==> config.mk <==
export PLATFORM = sky130hd
export DESIGN_NAME = bit_serializer_flat
export DESIGN_NICKNAME = d
export VERILOG_FILES = /design/src/rtl/bit_serializer_if.sv /design/src/rtl/bit_serializer.sv /design/src/flat_wrapper.sv
export SDC_FILE = /design/constraint.sdc
export NUM_CORES = 1
export LEC_CHECK = 0
export BUFFER_PORTS_ARGS = -buffer_cell sky130_fd_sc_hd__buf_2
export CORE_MARGIN = 5
export CORE_UTILIZATION = 44
export DETAILED_ROUTE_END_ITERATION = 12
export PLACE_DENSITY = 0.69
export SLEW_MARGIN = 20
export SYNTH_ARGS = -nofsm -noshare
export SYNTH_HDL_FRONTEND = slang
export SYNTH_SLANG_ARGS = --single-unit
==> constraint.sdc <==
create_clock -name clk -period 3 [get_ports clk]
set_input_delay 0.6 -clock clk [delete_from_list [all_inputs] [get_ports clk]]
set_output_delay 0.6 -clock clk [all_outputs]
set_load 0.1 [all_outputs]
==> src/rtl/bit_serializer_if.sv <==
`default_nettype none
// ============================================================================
//  Module      : bit_serializer_if
//  Description : Handshake and serial-output bundle for bit_serializer.
//                master : word source / serial consumer (drives din, din_valid)
//                slave  : the serializer (drives din_ready, x, x_valid, status)
//  Signals     : din[WIDTH-1:0], din_valid, din_ready, x, x_valid, status[1:0]
//  Revision    : 1.0 - initial release
// ============================================================================
interface bit_serializer_if #(
   parameter int WIDTH = 8
);
   logic [WIDTH-1:0] din;
   logic             din_valid;
   logic             din_ready;
   logic             x;
   logic             x_valid;
   logic [1:0]       status;

   modport master (
      output din, din_valid,
      input  din_ready, x, x_valid, status
   );

   modport slave (
      input  din, din_valid,
      output din_ready, x, x_valid, status
   );
endinterface
`default_nettype wire

==> src/rtl/bit_serializer.sv <==
`default_nettype none
// ============================================================================
//  Module      : bit_serializer
//  Description : Parallel-to-serial front end. Takes WIDTH-bit words on a
//                valid/ready handshake and emits them one bit per clock on x.
//                x idles at 0 between words.
//  Ports       : clk          rising-edge clock
//                rst          asynchronous active-low reset
//                bus (slave)  din, din_valid -> ; din_ready, x, x_valid,
//                             status (0 IDLE, 1 SHIFT, 2 PARITY) <-
//  Parameters  : WIDTH (2..32), MSB_FIRST (1 = din[WIDTH-1] first)
//  Options     : `define SER_PARITY_EN appends one even-parity bit per word
//  Revision    : 1.0 - initial release
// ============================================================================
module bit_serializer #(
   parameter int WIDTH     = 8,
   parameter bit MSB_FIRST = 1'b1
) (
   input  logic            clk,
   input  logic            rst,
   bit_serializer_if.slave bus
);

   localparam int                CNT_W    = (WIDTH > 1) ? $clog2(WIDTH) : 1;
   localparam logic [CNT_W-1:0]  LAST_CNT = CNT_W'(WIDTH - 1);

   typedef enum logic [1:0] {
      ST_IDLE   = 2'd0,
      ST_SHIFT  = 2'd1,
      ST_PARITY = 2'd2
   } state_t;

   state_t             state_q, state_d;
   logic [WIDTH-1:0]   shreg_q, shreg_d;
   logic [CNT_W-1:0]   cnt_q,   cnt_d;
   logic               x_q,     x_d;
   logic               xv_q,    xv_d;
`ifdef SER_PARITY_EN
   logic               par_q,   par_d;
`endif

   logic               ready_w;
   logic               accept_w;
   logic               load_first_w;
   logic [WIDTH-1:0]   load_rest_w;
   logic               shift_next_w;
   logic [WIDTH-1:0]   shift_rest_w;

   // The shift register holds only the bits not yet presented; the bit going
   // out next always sits at the "first" end for the selected order.
   assign load_first_w = MSB_FIRST ? bus.din[WIDTH-1] : bus.din[0];
   assign load_rest_w  = MSB_FIRST ? (bus.din << 1)   : (bus.din >> 1);
   assign shift_next_w = MSB_FIRST ? shreg_q[WIDTH-1] : shreg_q[0];
   assign shift_rest_w = MSB_FIRST ? (shreg_q << 1)   : (shreg_q >> 1);

   // Ready opens on the final output cycle of a word so the next word can
   // follow with no idle gap.
   always_comb begin
      ready_w = 1'b0;
      case (state_q)
         ST_IDLE:   ready_w = 1'b1;
`ifdef SER_PARITY_EN
         ST_PARITY: ready_w = 1'b1;
`else
         ST_SHIFT:  ready_w = (cnt_q == LAST_CNT);
`endif
         default:   ready_w = 1'b0;
      endcase
   end

   assign accept_w      = bus.din_valid & ready_w;
   assign bus.din_ready = rst & ready_w;
   assign bus.x         = x_q;
   assign bus.x_valid   = xv_q;
   assign bus.status    = state_q;

   always_comb begin
      state_d = state_q;
      shreg_d = shreg_q;
      cnt_d   = cnt_q;
      x_d     = 1'b0;
      xv_d    = 1'b0;
`ifdef SER_PARITY_EN
      par_d   = par_q;
`endif
      if (accept_w) begin
         // A load wins over any shift; the old word's last bit has already
         // been on x for this whole cycle.
         state_d = ST_SHIFT;
         shreg_d = load_rest_w;
         cnt_d   = '0;
         x_d     = load_first_w;
         xv_d    = 1'b1;
`ifdef SER_PARITY_EN
         par_d   = ^bus.din;
`endif
      end else begin
         case (state_q)
            ST_SHIFT: begin
               if (cnt_q == LAST_CNT) begin
`ifdef SER_PARITY_EN
                  state_d = ST_PARITY;
                  x_d     = par_q;
                  xv_d    = 1'b1;
`else
                  state_d = ST_IDLE;
`endif
               end else begin
                  shreg_d = shift_rest_w;
                  cnt_d   = cnt_q + CNT_W'(1);
                  x_d     = shift_next_w;
                  xv_d    = 1'b1;
               end
            end
`ifdef SER_PARITY_EN
            ST_PARITY: state_d = ST_IDLE;
`endif
            ST_IDLE:   state_d = ST_IDLE;
            default:   state_d = ST_IDLE;
         endcase
      end
   end

   always_ff @(posedge clk or negedge rst) begin
      if (!rst) begin
         state_q <= ST_IDLE;
         shreg_q <= '0;
         cnt_q   <= '0;
         x_q     <= 1'b0;
         xv_q    <= 1'b0;
`ifdef SER_PARITY_EN
         par_q   <= 1'b0;
`endif
      end else begin
         state_q <= state_d;
         shreg_q <= shreg_d;
         cnt_q   <= cnt_d;
         x_q     <= x_d;
         xv_q    <= xv_d;
`ifdef SER_PARITY_EN
         par_q   <= par_d;
`endif
      end
   end

endmodule
`default_nettype wire

==> src/flat_wrapper.sv <==
// flat-port wrapper written by rule: the top's interface ports become plain ports
module bit_serializer_flat 
#(
   parameter int WIDTH     = 8,
   parameter bit MSB_FIRST = 1'b1
)
  (clk, rst, bus_din, bus_din_valid, bus_din_ready, bus_x, bus_x_valid, bus_status);
  bit_serializer_if #(.WIDTH(WIDTH)) bus_i ();
  input  logic clk;
  input  logic rst;
  input wire logic [$bits(bus_i.din)-1:0] bus_din;
  input wire logic [$bits(bus_i.din_valid)-1:0] bus_din_valid;
  output wire logic [$bits(bus_i.din_ready)-1:0] bus_din_ready;
  output wire logic [$bits(bus_i.x)-1:0] bus_x;
  output wire logic [$bits(bus_i.x_valid)-1:0] bus_x_valid;
  output wire logic [$bits(bus_i.status)-1:0] bus_status;
  assign bus_i.din = bus_din;
  assign bus_i.din_valid = bus_din_valid;
  assign bus_din_ready = bus_i.din_ready;
  assign bus_x = bus_i.x;
  assign bus_x_valid = bus_i.x_valid;
  assign bus_status = bus_i.status;
  bit_serializer #(.WIDTH(WIDTH), .MSB_FIRST(MSB_FIRST)) u_core (.clk(clk), .rst(rst), .bus(bus_i));
endmodule
==> summary.txt <==
Run status
  • Outcome: completed

Synth
  • Register area share after synthesis: 53.72%
  • Seq cells post-synth: 13
  • Number of instances in the synthesized netlist: 55
  • Main combinational cell family by area after synthesis: multiplexers
  • Nets in the synthesized netlist: 68
  • Synthesized-area fraction occupied by ao, oa, aoi and oai cells: 7.438%
  • Mux cell area share after synthesis: 13.43%
  • Synthesized-area fraction occupied by adder cells: 4.132%
  • Post-synthesis share of cell area spent on xor and xnor gates: 0%
  • Fraction of the mapped netlist area in simple logic gates: 13.22%
  • Fraction of synthesized cell area taken by the top area cell type: 53.72%
  • Leading cell types by total area after synthesis: dfrtp_1 54%, mux2i_1 12%, o21ai_0 6.6%
  • Post-synth top area cell: dfrtp_1
  • Unique masters post-synth: 16
  • Mapped cell area: 605.6 um^2
  • Synth Area per Inst: 11.01 um^2
  • Number of warning messages in the yosys log: 0

Critical path
  • Largest fanout on the critical path: 22
  • Stage delay of the slowest cell on the critical path: 0.39 ns
  • CP Data Required Time: 2.40 ns
  • Startpoint types: flip-flop
  • Most numerous cell on the critical path: ha_1
  • Slowest library cell on the worst path: dfrtp_1
  • Startpoint-to-endpoint class of the critical path: reg2out
  • Series of cell instances along the critical path: ha_1 -> ha_1 -> nor2b_4 -> nor2b_1 -> buf_2
  • Arrival @ worst endpoint: 1.82 ns
  • Kind of end point of the critical path: primary output
  • Beginning of the critical path: u_core.cnt_q[0]
  • Start of the worst register-to-register path: u_core.cnt_q[0]

Pwr
  • Maximum resistive drop on vdd: 508.2 uV
  • PwrDens: 1021 mW/mm^2
  • Leakage Power: 0.3514 nW

Finish
  • Syn-to-layout area delta: 13.02%
  • Number of nets in the final layout: 83
  • Proportion of layout cells with a drive suffix above 1: 30.43%
  • Number of inserted diodes: 0
  • Final std cell area, no fill: 684.4 um^2

Detailed routing
  • Remaining antenna violation count after routing: 0
  • Routed wire length per instance: 11.44 um
  • Total length of routed wires: 961 um
  • Vias after detailed routing: 404
  • Vias per inst: 4.810
  • Number of iterations in the first detailed-routing pass: 2
  • Number of DRC markers after the initial detailed-route iteration: 1
  • DR DRC count: 0

STA
  • Part of the cycle the worst path needs: 80.65%
  • Final setup viols: 0
  • Highest clock rate: 413.3 MHz
  • Worst hold margin: 0.1960 ns
  • Unrepaired setup endpoints after global routing: false
  • Worst clock skew: 0.004410 ns
  • Final Max Tran Viols: 0
  • Sum of negative setup slack: 0 ns
  • Final min period: 2.419 ns
  • Hold Fails Final Rpt: 0

Clock tree
  • Inserted Clock Buffers: 3
  • Number of hold-repair buffers added at the cts stage: 0
  • H-tree levels: 1
  • Post-CTS resize count: 0
  • Clock transition at the registers of the reported paths: 0.08 ns
  • Root buffer cell: clkbuf_4
  • Number of setup buffers added after CTS: 0
  • Sink count of the clock tree: 13
  • Max clock buf depth: 2
  • Insertion delay to the later sink of the worst-skew pair: 0.27 ns
  • TritonCTS clock tree: built

GRT
  • Antenna violations before repair: 0
  • Total GRT Usage: 10.92%
  • Global-route wire length before repair: 1607 um
  • Vias in the first global route: 396
  • Sum of overflow across all layers after global routing: 0
  • Pin count of the biggest net entering global routing: 23

Floorplan
  • Vertical extent of the die: 47.10 um
  • IO Pins: 16
  • Initial Util: 46.54%
  • Std-Cell Rows: 13
  • Core region area: 0.001301 mm^2
  • Width of the die: 47.10 um
  • Die outline area: 0.002218 mm^2

Run
  • Max_cap viols: 0

Place
  • Number of buffer cells added on primary ports: 14
  • Area after DPL: 656.9 um^2
  • Post-detail-place hpwl: 673.7 um
  • Gpl congestion: 0.6570

Min path
  • Min-delay worst type: in2async
[stage by stage]
step	util (%)	setup slack (ns)	std cells	power, mW
2_1_floorplan	-	0.04553	55	0.5643
3_3_place_gp	50.48	0.8979	80	0.5916
3_5_place_dp	50.48	0.8782	80	0.5973
4_1_cts	52.60	0.5725	84	0.7078
5_1_grt	52.60	0.4656	84	0.7552
6_report	52.60	0.5805	84	0.6989
[kinds of logic (layout without fill, tap and decap cells)]
kind of cell	count (synthesis)	count (layout)
and+or+nand+nor	16	16
DFF	13	13
AOI/OAI and AO/OA	9	9
muxes	8	8
buffers and inverters	6	20
adders and majority gates	2	2
other	1	1
[cells in the final DEF, fill, tap and decap left out, drive strengths merged]
master	Yosys	layout
clkinv	0	1
clkbuf	0	3
buf	4	14
nor2	2	2
nor2b	2	2
inv	2	2
mux2i	7	7
mux2	1	1
ha	2	2
dfrtp	13	13
conb	1	1
nand2b	2	2
o21ai	9	9
nand2	10	10
[layout make-up]
type	instances	area, um^2
fill	128	616.8
inverter	2	7.507
timing repair buffer	14	70.07
multi-input combinational	36	235.2
clock buffer	3	22.52
clock inverter	1	5.005
sequential	13	325.3
tap	15	18.77
[power by group]
part	leakage [nW]	internal, mW	switching [mW]
sequential	0.162	0.244	0.0310
clock	0.0177	0.0494	0.0571
combinational	0.172	0.0839	0.233
total	0.351	0.377	0.321
[final timing paths]
check,cells after the start,slack (ns),to
setup / recovery,5,0.58,bus_din_ready
hold / removal,1,0.20,u_core.cnt_q[2]
setup reg to reg,5,1.37,u_core.cnt_q[0]
hold reg to reg,2,0.50,u_core.shreg_q[5]
max in group asynchronous,1,2.58,u_core.cnt_q[0]
min in group clk,2,0.50,u_core.shreg_q[5]
[synthesized netlist by cell type]
cell type / count
nor2b_4: 1
mux2i_1: 7
nor2b_1: 1
buf_4: 2
conb_1: 1
dfrtp_1: 13
buf_6: 2
o21ai_0: 8
nor2_2: 1
ha_1: 2
mux2_2: 1
nand2_1: 10
nand2b_1: 2
inv_1: 2
nor2_1: 1
o21ai_1: 1
[routing by layer]
metal  vias up  global-route usage (%)  part of all wire (%)
li1        206                       -                     -
met1       184                   12.32                    41
met2        14                   17.62                    48
met3         0                   6.130                    11
met4         0                   3.315                     0
met5         -                       0                     0
[flip-flops by register name (all words and copies together), names as in the netlist]
signal	flops
u_core.bus.status	1
u_core.bus.x	1
u_core.bus.x_valid	1
u_core.cnt_q	3
u_core.shreg_q	7
[worst max-delay path: cells and delay by family (launching register included)]
kind          cells  cell delay, ns
fa+ha+maj         2            0.41
buf+inv           1            0.30
flops             1            0.39
simple gates      2            0.45
No activity file was read; power rests on OpenSTA's default activity.
